===== src/rtl/instruction_fetch_if.sv =====
// Fetch-unit bus: instruction-memory address/data plus the redirect and decode handshake.
// master = fetch unit, slave = memory/decode/execute side.
interface instruction_fetch_if #(
    parameter int unsigned ADDRESS_WIDTH = 5
);
    logic [ADDRESS_WIDTH-1:0] instr_mem_addr;
    logic [31:0]              instr_mem_data;
    logic                     ifu_redirect;
    logic [31:0]              ifu_redirect_pc;
    logic                     ifu_valid;
    logic                     ifu_ready;
    logic [31:0]              ifu_instr;
    logic [31:0]              ifu_pc;
    logic                     ifu_halted;

    modport master (
        output instr_mem_addr, ifu_valid, ifu_instr, ifu_pc, ifu_halted,
        input  instr_mem_data, ifu_redirect, ifu_redirect_pc, ifu_ready
    );

    modport slave (
        input  instr_mem_addr, ifu_valid, ifu_instr, ifu_pc, ifu_halted,
        output instr_mem_data, ifu_redirect, ifu_redirect_pc, ifu_ready
    );
endinterface


===== src/rtl/instruction_fetch.sv =====
// Instruction fetch: owns the fetch PC, reads a combinational instruction memory and
// queues {pc, instr} for decode. Optional halt-on-zero-word behaviour: IFU_HALT_ON_ZERO_EN.
module instruction_fetch #(
    parameter int unsigned ADDRESS_WIDTH = 5,
    parameter logic [31:0] RESET_PC      = 32'h0000_0000,
    parameter int unsigned QUEUE_DEPTH   = 2
) (
    input logic                 ifu_clk,
    input logic                 ifu_rst_n,
    instruction_fetch_if.master bus
);
    localparam int unsigned     CntW   = $clog2(QUEUE_DEPTH + 1);
    localparam logic [CntW-1:0] DepthC = CntW'(QUEUE_DEPTH);

    typedef enum logic [0:0] {StRun, StHalt} state_e;

    state_e          state_q, state_d;
    logic [31:0]     fetch_pc_q, fetch_pc_d;
    logic [CntW-1:0] count_q, count_d, tail;
    logic [31:0]     pc_q    [QUEUE_DEPTH];
    logic [31:0]     pc_d    [QUEUE_DEPTH];
    logic [31:0]     instr_q [QUEUE_DEPTH];
    logic [31:0]     instr_d [QUEUE_DEPTH];
    logic            valid, halted, pop, fetch;
    logic            unused_pc_bits;

`ifdef IFU_HALT_ON_ZERO_EN
    assign halted = (state_q == StHalt);
`else
    assign halted = 1'b0;
`endif

    assign valid = (count_q != '0);
    assign pop   = valid & bus.ifu_ready;
    assign fetch = !bus.ifu_redirect & !halted & ((count_q < DepthC) | pop);
    // Slot that receives the pushed word once the head has been shifted out.
    assign tail  = count_q - CntW'(pop);

    assign unused_pc_bits = ^bus.ifu_redirect_pc[1:0];

    always_comb begin
        state_d    = state_q;
        fetch_pc_d = fetch_pc_q;
        count_d    = count_q;
        for (int i = 0; i < QUEUE_DEPTH; i++) begin
            pc_d[i]    = pc_q[i];
            instr_d[i] = instr_q[i];
        end

        if (bus.ifu_redirect) begin
            count_d    = '0;
            fetch_pc_d = {bus.ifu_redirect_pc[31:2], 2'b00};
            state_d    = StRun;
        end else begin
            if (pop) begin
                for (int i = 0; i < QUEUE_DEPTH - 1; i++) begin
                    pc_d[i]    = pc_q[i + 1];
                    instr_d[i] = instr_q[i + 1];
                end
                pc_d[QUEUE_DEPTH - 1]    = '0;
                instr_d[QUEUE_DEPTH - 1] = '0;
            end
            if (fetch) begin
                for (int i = 0; i < QUEUE_DEPTH; i++) begin
                    if (CntW'(i) == tail) begin
                        pc_d[i]    = fetch_pc_q;
                        instr_d[i] = bus.instr_mem_data;
                    end
                end
                fetch_pc_d = fetch_pc_q + 32'd4;
`ifdef IFU_HALT_ON_ZERO_EN
                // The zero word itself is still delivered; only later fetches stop.
                if (bus.instr_mem_data == 32'h0) begin
                    state_d = StHalt;
                end
`endif
            end
            count_d = count_q + CntW'(fetch) - CntW'(pop);
        end
    end

    always_ff @(posedge ifu_clk or negedge ifu_rst_n) begin
        if (!ifu_rst_n) begin
            state_q    <= StRun;
            fetch_pc_q <= RESET_PC;
            count_q    <= '0;
            for (int i = 0; i < QUEUE_DEPTH; i++) begin
                pc_q[i]    <= '0;
                instr_q[i] <= '0;
            end
        end else begin
            state_q    <= state_d;
            fetch_pc_q <= fetch_pc_d;
            count_q    <= count_d;
            for (int i = 0; i < QUEUE_DEPTH; i++) begin
                pc_q[i]    <= pc_d[i];
                instr_q[i] <= instr_d[i];
            end
        end
    end

    assign bus.instr_mem_addr = fetch_pc_q[ADDRESS_WIDTH+1:2];
    assign bus.ifu_valid      = valid;
    assign bus.ifu_instr      = valid ? instr_q[0] : 32'h0;
    assign bus.ifu_pc         = valid ? pc_q[0] : 32'h0;
    assign bus.ifu_halted     = halted;
endmodule

===== src/flat_wrapper.sv =====
// flat-port wrapper written by rule: the top's interface ports become plain ports
module instruction_fetch_flat 
#(
    parameter int unsigned ADDRESS_WIDTH = 5,
    parameter logic [31:0] RESET_PC      = 32'h0000_0000,
    parameter int unsigned QUEUE_DEPTH   = 2
)
  (ifu_clk, ifu_rst_n, bus_instr_mem_addr, bus_ifu_valid, bus_ifu_instr, bus_ifu_pc, bus_ifu_halted, bus_instr_mem_data, bus_ifu_redirect, bus_ifu_redirect_pc, bus_ifu_ready);
  instruction_fetch_if #(.ADDRESS_WIDTH(ADDRESS_WIDTH)) bus_i ();
  input logic ifu_clk;
  input logic ifu_rst_n;
  output wire logic [$bits(bus_i.instr_mem_addr)-1:0] bus_instr_mem_addr;
  output wire logic [$bits(bus_i.ifu_valid)-1:0] bus_ifu_valid;
  output wire logic [$bits(bus_i.ifu_instr)-1:0] bus_ifu_instr;
  output wire logic [$bits(bus_i.ifu_pc)-1:0] bus_ifu_pc;
  output wire logic [$bits(bus_i.ifu_halted)-1:0] bus_ifu_halted;
  input wire logic [$bits(bus_i.instr_mem_data)-1:0] bus_instr_mem_data;
  input wire logic [$bits(bus_i.ifu_redirect)-1:0] bus_ifu_redirect;
  input wire logic [$bits(bus_i.ifu_redirect_pc)-1:0] bus_ifu_redirect_pc;
  input wire logic [$bits(bus_i.ifu_ready)-1:0] bus_ifu_ready;
  assign bus_instr_mem_addr = bus_i.instr_mem_addr;
  assign bus_ifu_valid = bus_i.ifu_valid;
  assign bus_ifu_instr = bus_i.ifu_instr;
  assign bus_ifu_pc = bus_i.ifu_pc;
  assign bus_ifu_halted = bus_i.ifu_halted;
  assign bus_i.instr_mem_data = bus_instr_mem_data;
  assign bus_i.ifu_redirect = bus_ifu_redirect;
  assign bus_i.ifu_redirect_pc = bus_ifu_redirect_pc;
  assign bus_i.ifu_ready = bus_ifu_ready;
  instruction_fetch #(.ADDRESS_WIDTH(ADDRESS_WIDTH), .RESET_PC(RESET_PC), .QUEUE_DEPTH(QUEUE_DEPTH)) u_core (.ifu_clk(ifu_clk), .ifu_rst_n(ifu_rst_n), .bus(bus_i));
endmodule

===== config.mk =====
export PLATFORM = sky130hd
export DESIGN_NAME = instruction_fetch_flat
export DESIGN_NICKNAME = d
export VERILOG_FILES = /design/src/rtl/instruction_fetch_if.sv /design/src/rtl/instruction_fetch.sv /design/src/flat_wrapper.sv
export SDC_FILE = /design/constraint.sdc
export NUM_CORES = 1
export LEC_CHECK = 0
export ABC_CLOCK_PERIOD_IN_PS = 3600
export CAP_MARGIN = 25
export CORE_MARGIN = 8
export CORE_UTILIZATION = 35
export DETAILED_ROUTE_END_ITERATION = 12
export HOLD_SLACK_MARGIN = 0.12
export MAX_ROUTING_LAYER = met4
export PLACE_DENSITY = 0.6
export SLEW_MARGIN = 20
export SYNTH_ARGS = -nofsm -noshare
export SYNTH_HDL_FRONTEND = slang
export SYNTH_SLANG_ARGS = --single-unit

===== constraint.sdc =====
create_clock -name ifu_clk -period 3.6 [get_ports ifu_clk]
set_input_delay 0.36 -clock ifu_clk [delete_from_list [all_inputs] [get_ports ifu_clk]]
set_output_delay 0.36 -clock ifu_clk [all_outputs]
set_load 0.01 [all_outputs]

==> impl_summary.log <==
[metrics] CP Max Fanout: 35
[metrics] cells on worst reg2reg path: 7
[metrics] final setup violation count: 0
[metrics] result of the run: finished clean
[metrics] portion of netlist area occupied by mux cells: 0.00126
[metrics] parity-gate share of the synthesized area counting xor and xnor cells: 0.0132
[metrics] Final Hold Vio Count: 0
[metrics] Yosys reg bits: 160
[metrics] drt total wl: 23000 um
[metrics] pwr dens: 795 nW/um2
[metrics] cell at the root of the clock tree: sky130_fd_sc_hd__clkbuf_16
[metrics] largest net degree at the start of global routing: 79
[metrics] Residual DRC: 0
[metrics] Syn-to-layout area delta: 27.9%
[metrics] number of nets produced by synthesis: 1005
[metrics] largest family of logic cells by synthesized area: simple AND/OR/NAND/NOR gates
[metrics] summed area of non-filler cells in the final layout: 10200 um2
[metrics] average wire per cell in the routed design: roughly 17 um
[metrics] post-route minimum period: around 2.8 ns
[metrics] worst vdd rail ir drop: 0.317 mV
[metrics] die footprint: 27800 um2
[metrics] beginning of the worst register-to-register path: u_core.count_q[1]
[metrics] deepest clock path buffer count: 2
[metrics] slew margin rel.: 0.503
[metrics] required time reported for the critical path endpoint: 3.24 ns
[metrics] Total Negative Setup Slacks: 0 ns
[metrics] max-slew violations: 0
[metrics] TritonCTS sink count: between 150 and 200
[metrics] fraction of the mapped netlist area in adder cells: 0.00472
[metrics] total overflow reported by the global router: 0
[metrics] clk slew on worst S/H paths: 0.06 ns
[metrics] kind of critical path: register to output port
[metrics] vias in the first global route: 6890
[metrics] die height: 167 um
[metrics] post-route non-filler standard cell count: 1323
[metrics] Die Width: 167 um
[metrics] CTS H-tree depth: 4
[metrics] summed instance area of the synthesized netlist: 7950 um2
[metrics] number of enable-type register cells in the synthesized netlist: 0
[metrics] proportion of synthesized chip area in sequential cells: 0.503
[metrics] cell count after placement: 1289
[metrics] post-CTS setup buffer count: 0
[metrics] wire length of the first global-routing pass: 37500 um
[metrics] fraction of final layout cells with drive strength greater than 1: 0.0559
[metrics] element type at the critical path end: output port
[metrics] fin crit share: 0.769
[metrics] Synth Area in Simple Gates: 0.313
[metrics] highest achievable clock rate: 0.361 GHz
[metrics] max-cap viol count: 0
[metrics] FP Rows: 55
[metrics] CTS Buf Count: 17
[metrics] Seq. cell area: 4000 um2
[metrics] antenna violation net count after detailed routing: 0
[metrics] compound-cell area share of the yosys netlist: 0.116
[metrics] library cells used by synthesis: 46
[metrics] total number of vias: ~6900
[metrics] DRC violation total after the first TritonRoute iteration: 386
[metrics] clock tree from TritonCTS: built
[metrics] global router's overall resource usage: 0.171
[metrics] crit path launch type: register
[metrics] DR vias/cell: 5.21
[metrics] area occupied by multi-input gates: 3590 um2
[metrics] Post-Syn Instances: about 930
[metrics] IO buf count: 135
[metrics] antenna violations before repair: 1
[metrics] starting density of the core: 0.353
[metrics] number of primary I/O pins: 139
[metrics] number of synthesis warnings: 0
[metrics] share of flip-flops with an asynchronous set or reset: 1.00
[metrics] data arrival time of the critical path: 2.41 ns
[metrics] Main synth FF type: sky130_fd_sc_hd__dfrtp_1
[metrics] post_cts resized: 0
[metrics] unrepaired setup endpoints after global routing: no
[metrics] transition time at the pin with the least slew margin: 0.746 ns
[metrics] weighted congestion reported at the end of routability-driven placement: 0.779
[metrics] number of filler instances in the final layout: 2184
[metrics] area post-placement: between 9000 and 10000 um2
[metrics] Detailed Routing Iterations Pass 1: 4
[metrics] worst reg2reg path endpoint: u_core.pc_q[56]
[metrics] half-perimeter wire length after detailed placement: 14600 um
[metrics] static leakage: 4.06 nW
[metrics] core outline area: 22500 um2
[metrics] clock latency of the later-clocked register in the worst-skew pair: 0.42 ns
[metrics] most frequent standard cell in the layout excluding fill and tap cells: sky130_fd_sc_hd__dfrtp_1
[metrics] Fin Clk Skew: ~0.0052 ns
[metrics] worst reg2reg setup slack: a little over 1 ns
[metrics] final net count: 1095
[metrics] min-delay worst type: input pin to asynchronous set/reset pin
[metrics] highest-count cells in the layout ignoring fill and taps: 160 x sky130_fd_sc_hd__dfrtp_1, 153 x sky130_fd_sc_hd__nand2_1, 135 x sky130_fd_sc_hd__nor3_1, 133 x sky130_fd_sc_hd__clkdlybuf4s50_1, 97 x sky130_fd_sc_hd__nor2_1
[metrics] synthesized area per cell: 8.52 um2
report_power, final:
part | switching [mW] | internal (mW)
logic | 1.75 | 1.60
clock network | 0.725 | 1.25
registers | 0.349 | 2.41
total | 2.83 | 5.26
cells by family (layout without fill, tap and decap cells):
logic type | count (synthesis) | after routing
adders and majority gates | 3 | 3
buffers and inverters | 90 | 193
DFF | 160 | 160
and+or+nand+nor | 521 | 521
other | 1 | 2
muxes | 1 | 1
xor gates and xnor gates | 12 | 12
AOI/OAI and AO/OA | 146 | 146
critical path, cell delays in order, from the launching register on:
cell	delay, ns
sky130_fd_sc_hd__dfrtp_1	0.46
sky130_fd_sc_hd__or2_2	0.53
sky130_fd_sc_hd__buf_12	0.26
sky130_fd_sc_hd__and2_1	0.17
sky130_fd_sc_hd__clkdlybuf4s50_1	0.55
Yosys cell counts (2+ instances only):
master | n | share of area
sky130_fd_sc_hd__ha_1 | 3 | 0.0047
sky130_fd_sc_hd__o311a_1 | 5 | 0.0063
sky130_fd_sc_hd__or4_4 | 2 | 0.0028
sky130_fd_sc_hd__nor2_1 | 97 | 0.046
sky130_fd_sc_hd__or4_1 | 12 | 0.011
sky130_fd_sc_hd__inv_1 | 9 | 0.0042
sky130_fd_sc_hd__buf_4 | 6 | 0.0057
sky130_fd_sc_hd__nor3_1 | 135 | 0.085
sky130_fd_sc_hd__nor3b_1 | 3 | 0.0028
sky130_fd_sc_hd__and4_1 | 3 | 0.0033
sky130_fd_sc_hd__nor4_1 | 5 | 0.0039
sky130_fd_sc_hd__a221o_1 | 5 | 0.0063
sky130_fd_sc_hd__a21oi_1 | 5 | 0.0031
sky130_fd_sc_hd__o211ai_1 | 6 | 0.0057
sky130_fd_sc_hd__nand4_1 | 11 | 0.0087
sky130_fd_sc_hd__and3_1 | 4 | 0.0031
sky130_fd_sc_hd__xnor2_1 | 7 | 0.0077
sky130_fd_sc_hd__a211oi_1 | 26 | 0.025
sky130_fd_sc_hd__and2_1 | 67 | 0.053
sky130_fd_sc_hd__a311oi_1 | 4 | 0.0044
sky130_fd_sc_hd__clkbuf_1 | 60 | 0.028
sky130_fd_sc_hd__dfrtp_1 | 160 | 0.50
sky130_fd_sc_hd__buf_1 | 8 | 0.0038
sky130_fd_sc_hd__or2_2 | 3 | 0.0024
sky130_fd_sc_hd__o31ai_1 | 7 | 0.0066
sky130_fd_sc_hd__buf_6 | 2 | 0.0028
sky130_fd_sc_hd__xor2_1 | 5 | 0.0055
sky130_fd_sc_hd__buf_2 | 5 | 0.0031
sky130_fd_sc_hd__a31oi_1 | 9 | 0.0071
sky130_fd_sc_hd__nand2_1 | 154 | 0.073
sky130_fd_sc_hd__o21ai_0 | 75 | 0.047
sky130_fd_sc_hd__nand3_1 | 17 | 0.011
sequential cells by signal, summed over array words and instances, names as in the netlist:
register / flops
u_core.fetch_pc_q: 30
u_core.count_q: 2
u_core.instr_q: 64
u_core.pc_q: 64
timing repair:
action                     in CTS  in global routing
hold buffers                    1                  0
setup endpoints to repair       0                  0
hold endpoints to repair       63                  0
through the flow:
step | worst slack [ns] | hold slack (ns) | utilization | power (mW)
after floorplan | 1.27 | 0.0644 | - | 4.61
after global placement | 0.702 | 0.403 | 0.422 | 6.11
after detailed placement | 0.605 | 0.406 | 0.423 | 6.21
after CTS | 0.739 | 0.486 | 0.452 | 8.21
after global routing | 0.625 | 0.505 | 0.452 | 8.65
final | 0.830 | 0.499 | 0.452 | 8.09
layer usage:
| layer | wire (um) | vias up | global-route usage |
|---|---|---|---|
| li1 | - | 3394 | - |
| met1 | 10800 | 3325 | 0.217 |
| met2 | 10900 | 149 | 0.274 |
| met3 | 916 | 23 | 0.0324 |
| met4 | 384 | 0 | 0.0509 |
| met5 | 0 | - | - |
layout make-up:
| class | instances | share of cell area |
|---|---|---|
| antenna | 1 | 0.000246 |
| sequential | 160 | 0.394 |
| clock inverter | 10 | 0.0181 |
| timing repair buffer | 152 | 0.152 |
| inverter | 9 | 0.00332 |
| multi-input combinational | 684 | 0.353 |
| tap | 285 | 0.0351 |
| clock buffer | 22 | 0.0447 |
how the worst max path moves through the flow:
| stage | from | endpoint | cells past startpoint |
|---|---|---|---|
| after floorplan | u_core.count_q[1] | u_core.pc_q[7] | 8 |
| after global placement | bus_ifu_ready | u_core.pc_q[56] | 8 |
| after detailed placement | bus_ifu_ready | u_core.pc_q[56] | 8 |
| after CTS | u_core.count_q[1] | bus_ifu_instr[17] | 4 |
| after global routing | u_core.count_q[1] | bus_ifu_instr[3] | 4 |
| final | u_core.count_q[1] | bus_ifu_instr[22] | 4 |
Note: power is estimated with default switching activity, not from simulation.
